## src/rtl/conv_pkg.sv

```systemverilog
// Shared constants and state encoding for the convolver frame sequencer.
package conv_pkg;

  localparam int DEF_KERNEL_SIZE = 5;
  localparam int DEF_IMAGE_SIZE  = 28;
  localparam int DEF_PIPE_DEPTH  = 2;
  localparam int DEF_DATA_WIDTH  = 8;

  typedef enum logic [1:0] {
    ST_IDLE  = 2'd0,
    ST_RUN   = 2'd1,
    ST_DRAIN = 2'd2,
    ST_DONE  = 2'd3
  } seq_state_e;

  // True when a pixel at (row, col) completes a full kernel window.
  function automatic logic in_window(input int row, input int col, input int kernel_size);
    return (row >= kernel_size - 1) && (col >= kernel_size - 1);
  endfunction

endpackage

```

## src/rtl/conv_frame_sequencer_valid_delay_line.sv

```systemverilog
// Fixed-latency 1-bit delay matching the convolver pipeline; turns window
// hits into out_valid strobes aligned with the datapath result.
module valid_delay_line #(
  parameter int DEPTH = 2
) (
  input  logic clk,
  input  logic reset,
  input  logic din,
  output logic dout
);

  logic [DEPTH-1:0] stage_r;

  // Shift the hit flag one stage per cycle; reset flushes pending pulses.
  always_ff @(posedge clk) begin
    if (reset) begin
      stage_r <= {DEPTH{1'b0}};
    end else begin
      stage_r[0] <= din;
      for (int i = 1; i < DEPTH; i++) begin
        stage_r[i] <= stage_r[i-1];
      end
    end
  end

  assign dout = stage_r[DEPTH-1];

endmodule

```

## src/rtl/conv_frame_sequencer.sv

```systemverilog
// Frame sequencer: paces IMAGE_SIZE x IMAGE_SIZE pixels into the convolver,
// tracks position, flags complete windows, drains the pipeline, pulses done.
module conv_frame_sequencer
  import conv_pkg::*;
#(
  parameter int KERNEL_SIZE = DEF_KERNEL_SIZE,
  parameter int IMAGE_SIZE  = DEF_IMAGE_SIZE,
  parameter int PIPE_DEPTH  = DEF_PIPE_DEPTH,
  parameter int CNT_W       = $clog2(IMAGE_SIZE)
) (
  input  logic             clk,
  input  logic             reset,
  input  logic             start,
  input  logic             pix_valid,
  output logic             pix_ready,
  output logic             shift_en,
  output logic [CNT_W-1:0] row,
  output logic [CNT_W-1:0] col,
  output logic             out_valid,
  output logic             busy,
  output logic             done
);

  localparam int               DRAIN_W    = (PIPE_DEPTH > 1) ? $clog2(PIPE_DEPTH) : 1;
  localparam logic [CNT_W-1:0] LAST_IDX   = CNT_W'(IMAGE_SIZE - 1);
  localparam logic [DRAIN_W-1:0] DRAIN_LAST = DRAIN_W'(PIPE_DEPTH - 1);

  seq_state_e         state_r, state_s;
  logic [CNT_W-1:0]   row_r, row_s;
  logic [CNT_W-1:0]   col_r, col_s;
  logic [DRAIN_W-1:0] drain_cnt_r, drain_cnt_s;
  logic               pix_ready_r;
  logic               busy_r;
  logic               done_r;
  logic               shift_en_s;
  logic               win_hit_s;

  // pix_ready is a flop, so the accept strobe never loops back through pix_valid.
  assign shift_en_s = pix_valid & pix_ready_r;
  assign win_hit_s  = shift_en_s & in_window(int'(row_r), int'(col_r), KERNEL_SIZE);

  // Next-state, raster position and drain count.
  always_comb begin
    state_s     = state_r;
    row_s       = row_r;
    col_s       = col_r;
    drain_cnt_s = drain_cnt_r;
    case (state_r)
      ST_IDLE: begin
        if (start) begin
          state_s = ST_RUN;
        end else begin
          state_s = ST_IDLE;
        end
      end
      ST_RUN: begin
        if (shift_en_s) begin
          if (col_r == LAST_IDX) begin
            col_s = {CNT_W{1'b0}};
            if (row_r == LAST_IDX) begin
              row_s       = {CNT_W{1'b0}};
              drain_cnt_s = {DRAIN_W{1'b0}};
              state_s     = ST_DRAIN;
            end else begin
              row_s = row_r + CNT_W'(1);
            end
          end else begin
            col_s = col_r + CNT_W'(1);
          end
        end else begin
          state_s = ST_RUN;
        end
      end
      ST_DRAIN: begin
        if (drain_cnt_r == DRAIN_LAST) begin
          drain_cnt_s = {DRAIN_W{1'b0}};
          state_s     = ST_DONE;
        end else begin
          drain_cnt_s = drain_cnt_r + DRAIN_W'(1);
        end
      end
      ST_DONE: begin
        state_s = ST_IDLE;
      end
      default: begin
        state_s = ST_IDLE;
      end
    endcase
  end

  // State, counters and registered status outputs (decoded from next state).
  always_ff @(posedge clk) begin
    if (reset) begin
      state_r     <= ST_IDLE;
      row_r       <= {CNT_W{1'b0}};
      col_r       <= {CNT_W{1'b0}};
      drain_cnt_r <= {DRAIN_W{1'b0}};
      pix_ready_r <= 1'b0;
      busy_r      <= 1'b0;
      done_r      <= 1'b0;
    end else begin
      state_r     <= state_s;
      row_r       <= row_s;
      col_r       <= col_s;
      drain_cnt_r <= drain_cnt_s;
      pix_ready_r <= (state_s == ST_RUN);
      busy_r      <= (state_s == ST_RUN) || (state_s == ST_DRAIN);
      done_r      <= (state_s == ST_DONE);
    end
  end

  valid_delay_line #(
    .DEPTH (PIPE_DEPTH)
  ) u_valid_delay (
    .clk   (clk),
    .reset (reset),
    .din   (win_hit_s),
    .dout  (out_valid)
  );

  assign pix_ready = pix_ready_r;
  assign shift_en  = shift_en_s;
  assign row       = row_r;
  assign col       = col_r;
  assign busy      = busy_r;
  assign done      = done_r;

endmodule

```

## config.mk

```make
export PLATFORM = sky130hd
export DESIGN_NAME = conv_frame_sequencer
export DESIGN_NICKNAME = d
export VERILOG_FILES = /design/src/rtl/conv_pkg.sv /design/src/rtl/conv_frame_sequencer_valid_delay_line.sv /design/src/rtl/conv_frame_sequencer.sv
export SDC_FILE = /design/constraint.sdc
export NUM_CORES = 1
export LEC_CHECK = 0
export BUFFER_PORTS_ARGS = -buffer_cell sky130_fd_sc_hd__buf_4
export CAP_MARGIN = 20
export CORE_UTILIZATION = 45
export DETAILED_ROUTE_END_ITERATION = 6
export PLACE_DENSITY_LB_ADDON = 0.05
export SETUP_SLACK_MARGIN = 0.2
export SYNTH_ARGS = -nofsm -noshare
export SYNTH_HDL_FRONTEND = slang
export SYNTH_SLANG_ARGS = --single-unit
export TNS_END_PERCENT = 10
```

## constraint.sdc

```tcl
create_clock -name clk -period 3.2 [get_ports clk]
set_input_delay 0.64 -clock clk [delete_from_list [all_inputs] [get_ports clk]]
set_output_delay 0.64 -clock clk [all_outputs]
set_load 0.1 [all_outputs]
```

# ---- After elaboration in Yosys (flattened, before gate mapping)
# Index checks and enable logic that the tools add are counted.
dict set report word_totals {
  regBits 18
  in_bits 4
  output_inout_bits 15
  wordCells 46
}
dict set report op_classes {
  n_addsub 3
  order_cmp 2
  n_eq_ne 11
  mux 13
  bitwise 2
  reduce_logical 7
}
# operator count
set op_table {}
lappend op_table {{$add A5 B1 Y5 const B} 2}
lappend op_table {{$eq A5 B5 Y1 const B} 2}
lappend op_table {{$ge A5 B3 Y1 const B} 2}
lappend op_table {{$mux W5} 2}
lappend op_table {{$eq A2 B2 Y1 const B} 4}
lappend op_table {{$mux W2} 4}
lappend op_table {{$pmux W2 S4} 1}
lappend op_table {{$ne A2 B2 Y1 const B} 3}
lappend op_table {{$mux W1} 5}
lappend op_table {{$eq A2 B1 Y1 const B} 2}
lappend op_table {{$reduce_and A4 Y1} 1}
lappend op_table {{$reduce_and A3 Y1} 1}
lappend op_table {{$and A1 B1 Y1} 2}
lappend op_table {{$logic_not A2 Y1} 1}
lappend op_table {{$pmux W1 S2} 1}
lappend op_table {{$reduce_and A2 Y1} 1}
lappend op_table {{$reduce_bool A2 Y1} 1}
lappend op_table {{$add A1 B1 Y1 const B} 1}
lappend op_table {{$logic_and A1 B1 Y1} 1}
lappend op_table {{$logic_or A1 B1 Y1} 1}

# ---- Depth between registers and ports, before layout
dict set report logic_depth {
  word_depth 7
  mapped_depth 6
  mapped_depth_nobuf 6
}

# ---- By module
# Synthesis repeated with hierarchy kept, for this count alone.
dict set report hier_totals {
  cells_unflattened 101
  area_unflattened_um2 888.4
}
# module instances cells_per_inst area_per_inst_um2 seq_area_each_um2
set modules_own_cells {}
lappend modules_own_cells {conv_frame_sequencer 1 97 835.8 320.3}
lappend modules_own_cells {valid_delay_line 1 4 52.6 40.0}

# ---- Least setup slack after synthesis
# Ideal clock, no wire load.
dict set report synth_path {
  path_kind {reg-to-reg}
  from {reg pix_ready_r (netlist: pix_ready)}
  to {reg busy_r (netlist: busy)}
  setup_time_ns 0.126
  t_arrival_ns 2.482
  required_time_ns 3.074
  setup_slack_ns 0.592
  stages_incl_launch_ff 6
  n_path_buf 0
  synth_period_minus_slack_ns 2.608
  path_cell_list {dfxtp_1 -> nand2_1 -> inv_1 -> a41oi_1 -> ha_1 -> nor2_1}
}
dict set report synth_via {
  elab_chain_len 5
  word_cells_on_any_way 6
  cone_classes {eq/ne (2); mux (2); bitwise (1); reduce/logical (1)}
}
# element line
set synth_lines {}
lappend synth_lines {{start, declared} conv_frame_sequencer.sv:32} ;# logic pix_ready_r;
lappend synth_lines {{start signal, assigned} conv_frame_sequencer.sv:106} ;# pix_ready_r <= (state_s == ST_RUN);
lappend synth_lines {{$and A1 B1 Y1 (*)} conv_frame_sequencer.sv:39} ;# assign shift_en_s = pix_valid & pix_ready_r;
lappend synth_lines {{net shift_en} conv_frame_sequencer.sv:16} ;# output logic shift_en,
lappend synth_lines {{$mux W2 (*)} conv_frame_sequencer.sv:57} ;# if (shift_en_s) begin
lappend synth_lines {{$pmux W2 S4 (*)} conv_frame_sequencer.sv:48} ;# case (state_r)
lappend synth_lines {{$eq A2 B1 Y1 / $eq A2 B2 Y1 (equally long branches)} conv_frame_sequencer.sv:107} ;# busy_r <= (state_s == ST_RUN) || (state_s == ST_DRAIN);
lappend synth_lines {{$logic_or A1 B1 Y1 (*)} conv_frame_sequencer.sv:107}
lappend synth_lines {{end signal, assigned} conv_frame_sequencer.sv:107}
lappend synth_lines {{end, declared} conv_frame_sequencer.sv:33} ;# logic busy_r;
# Mark *: on every way through the listed nets, which the timed path passes. The rest lies on a longest branch.
# A chain may end at the register's enable or synchronous reset.

# ---- Final worst setup path
dict set report layout_path {
  from {reg col_r[1] (netlist: col[1])}
  to {reg busy_r (netlist: busy)}
}
dict set report layout_via {
  elab_chain_len 6
  word_cells_on_any_way 7
  cone_classes {eq/ne (3); mux (3); reduce/logical (1)}
}
# element line
set layout_lines {}
lappend layout_lines {{start, declared} conv_frame_sequencer.sv:30} ;# logic [CNT_W-1:0] col_r, col_s;
lappend layout_lines {{start signal, assigned} conv_frame_sequencer.sv:96} ;# col_r <= {CNT_W{1'b0}};
lappend layout_lines {{start signal, assigned} conv_frame_sequencer.sv:104} ;# col_r <= col_s;
lappend layout_lines {{$eq A5 B5 Y1 (*)} conv_frame_sequencer.sv:58} ;# if (col_r == LAST_IDX) begin
lappend layout_lines {{$mux W2 (*)} conv_frame_sequencer.sv:58}
lappend layout_lines {{$mux W2 (*)} conv_frame_sequencer.sv:57}
lappend layout_lines {{$pmux W2 S4 (*)} conv_frame_sequencer.sv:48}
lappend layout_lines {{net state_s[0]} conv_frame_sequencer.sv:28} ;# seq_state_e state_r, state_s;
lappend layout_lines {{$eq A2 B1 Y1 / $eq A2 B2 Y1 (equally long branches)} conv_frame_sequencer.sv:107}
lappend layout_lines {{$logic_or A1 B1 Y1 (*)} conv_frame_sequencer.sv:107}
# Marked as above.

==> reports/summary.txt <==
synthesis-to-layout area growth = 19.6%
Clock Tree Buf Depth = 2
crit-path max FO = 10
Mapped Cells = 99
initial core utilization = 0.498
Startpoint Class = register
first-pass GRT wire length = 3130 µm
peak supply drop = 0.264 mV
mapped cell area = 887 µm²
global placer's final weighted congestion = 0.769
setup repair bufs after CTS = 0
fillers = 162
EDFF count, synth = 0
max-cap violation count = 0
Arr. time, crit path = 2190 ps
CTS tree = built
most numerous cell in the Yosys netlist = dfxtp_1
DIE AREA = 2150 µm²
largest cells by area after synthesis = dfxtp_1 41%, ha_1 8.5%, nor2b_1 4.2%, inv_1 3.8%, a21oi_1 3.4%
DR DRC count = 0
Net Switching = 0.115 mW
Seq/Total Area, Yosys = 0.406
Syn Nets = 109
synth warn = 0
fraction of layout cells with a size suffix above 1 = 0.198
Slew HR = 0.669
crit path cell chain = ha_1 -> nand4b_2 -> nor3_1 -> o22ai_1 -> ha_1 -> nor2_1
achievable clock frequency = 510 MHz
CP max stage delay = 410 ps
# IOs = 19
cell mode on critical path = ha_1
outcome = completed
global route overflow = 0
Resize count post-CTS = 0
Num CTS Buffers = 3
Sw Ratio = 0.287
largest area contributor in the netlist = dfxtp_1
Main synth FF type = dfxtp_1
Mapped Avg Cell Area = 8.96 µm²
Sequential Power Share = 0.583
Total Routed Length = 1840 µm
Slew Limit Fails = 0
Clk Latency, worst-skew pair = 290 ps
clock edge transition at the registers on the reported setup and hold paths = 110 ps
multi-input logic area = 478 µm²
period utilization = 0.613
initial antenna violation count = 0
ratio of total power to cell area = 377 nW/µm²
H-tree depth = 1
Setup TNS Final = 0 ps
register area = 360 µm²
pin count of the biggest net entering global routing = 20
CP top delay family = simple AND/OR/NAND/NOR gates
Nets = 128
Worst setup EP type = register
Yosys reg bits = 18
hold_buf cts = 0
hold crit path type = register to register
Yosys top cell area share = 0.406
Antenna Nets Post-Route = 0
vias = 763
All-Layer GR Usage = 0.207
FP Rows = 15
clock power share = 0.278
crit path kind = register to register
required time worst endpoint = 3430 ps
Slowest-stage cell, CP = dfxtp_1
Gate power share = 0.140
Post-synth ARST share = 0
Die W = 46.4 µm
commonest cells in the netlist = 18 x dfxtp_1, 9 x inv_1
final setup vio count = 0
post-DP HPWL = 1300 µm
utilization after layout = 0.595
Least-Margin Pin Slew = 494 ps
skew final = 9.08 ps
number of detailed-route iterations in the first pass = 3
Synth cell types = 31
# diodes = 0
Leak = 0.442 nW
Final min period = 1960 ps
Vias/cell = 5.41
crit path buf inv count = 0
drt wl/cell = 13.0 µm
initial drt markers = 21
unrepaired setup endpoints after global routing = false
hold violation total from the final report = 0
CTS Sinks = 18
Die Ht = 46.4 µm
Clock Root Buffer = clkbuf_4
internal power = 0.285 mW
PortBufs = 18
Core Box Area = 1780 µm²
vias in the first global route = 705
stage by stage:
stage	cell area [µm²]	worst slack, ps	hold slack [ps]	cells	total power [mW]
CTS	1060	1250	457	141	0.406
global placement	1040	1330	419	138	0.294
floorplan	887	592	414	99	0.281
global route	1060	1030	475	141	0.420
detailed placement	1040	1280	426	138	0.294
finish	1060	1240	448	141	0.400
final timing paths:
| kind | start | end | slack [ps] | cells past startpoint |
|---|---|---|---|---|
| worst min register to register | u_valid_delay.stage_r[0] | u_valid_delay.stage_r[1] | 450 | 1 |
| worst min-delay path | u_valid_delay.stage_r[0] | u_valid_delay.stage_r[1] | 450 | 1 |
| worst max register to register | col[1] | busy | 1240 | 6 |
| worst max-delay path | col[1] | busy | 1240 | 6 |
logic make-up after synthesis:
| logic type | share of synthesized area |
|---|---|
| AND/OR/NAND/NOR | 0.274 |
| AO/OA/AOI/OAI | 0.148 |
| flip-flops | 0.406 |
| buffers and inverters | 0.0550 |
| adder cells (fa/ha/maj) | 0.0846 |
| multiplexers | 0.0226 |
| XOR/XNOR | 0.00987 |
power groups by stage:
| stage | Clock, mW | Combinational [mW] | Sequential [mW] |
|---|---|---|---|
| 4_1_cts | 0.117 | 0.0559 | 0.233 |
| 2_1_floorplan | 0 | 0.0222 | 0.259 |
| 5_1_grt | 0.127 | 0.0590 | 0.234 |
| 3_5_place_dp | 0 | 0.0560 | 0.238 |
| 3_3_place_gp | 0 | 0.0558 | 0.238 |
| 6_report | 0.111 | 0.0559 | 0.233 |
layout by cell type, fill, tap and decap left out, types with 4 or more instances in the layout:
master   instances
a21oi_1          6
nand2_1          6
nor2b_1          6
inv_1            9
dfxtp_1         18
buf_4           18
nor3_1           4
nand3_1          6
ha_1             6
worst reg2reg max path: cells and delay by family, from the launching register on:
kind / cells / cell delay (ps)
AND/OR/NAND/NOR: 3 / 730
flip-flops: 1 / 410
adder cells (fa/ha/maj): 2 / 570
AO/OA/AOI/OAI: 1 / 180
cell type report:
cell class	instances	area share
multi-input cells	68	0.450
well taps	25	0.0295
repair buffers	18	0.127
clock buffers	3	0.0212
inverters	9	0.0318
flip-flops and latches	18	0.340
flip-flops by register name, indices dropped and copies added (netlist names):
signal                 cells
col                        5
row                        5
state_r                    2
u_valid_delay.stage_r      2
busy                       1
done                       1
drain_cnt_r                1
pix_ready                  1
layer usage:
| layer | GRT usage | share of wire | vias up |
|---|---|---|---|
| li1 | - | - | 394 |
| met1 | 0.284 | 0.53 | 359 |
| met2 | 0.317 | 0.45 | 8 |
| met3 | 0.0353 | 0.020 | 2 |
| met4 | 0.0882 | 0.0071 | 0 |
| met5 | 0 | 0 | - |
Note: power is estimated with default switching activity, not from simulation.
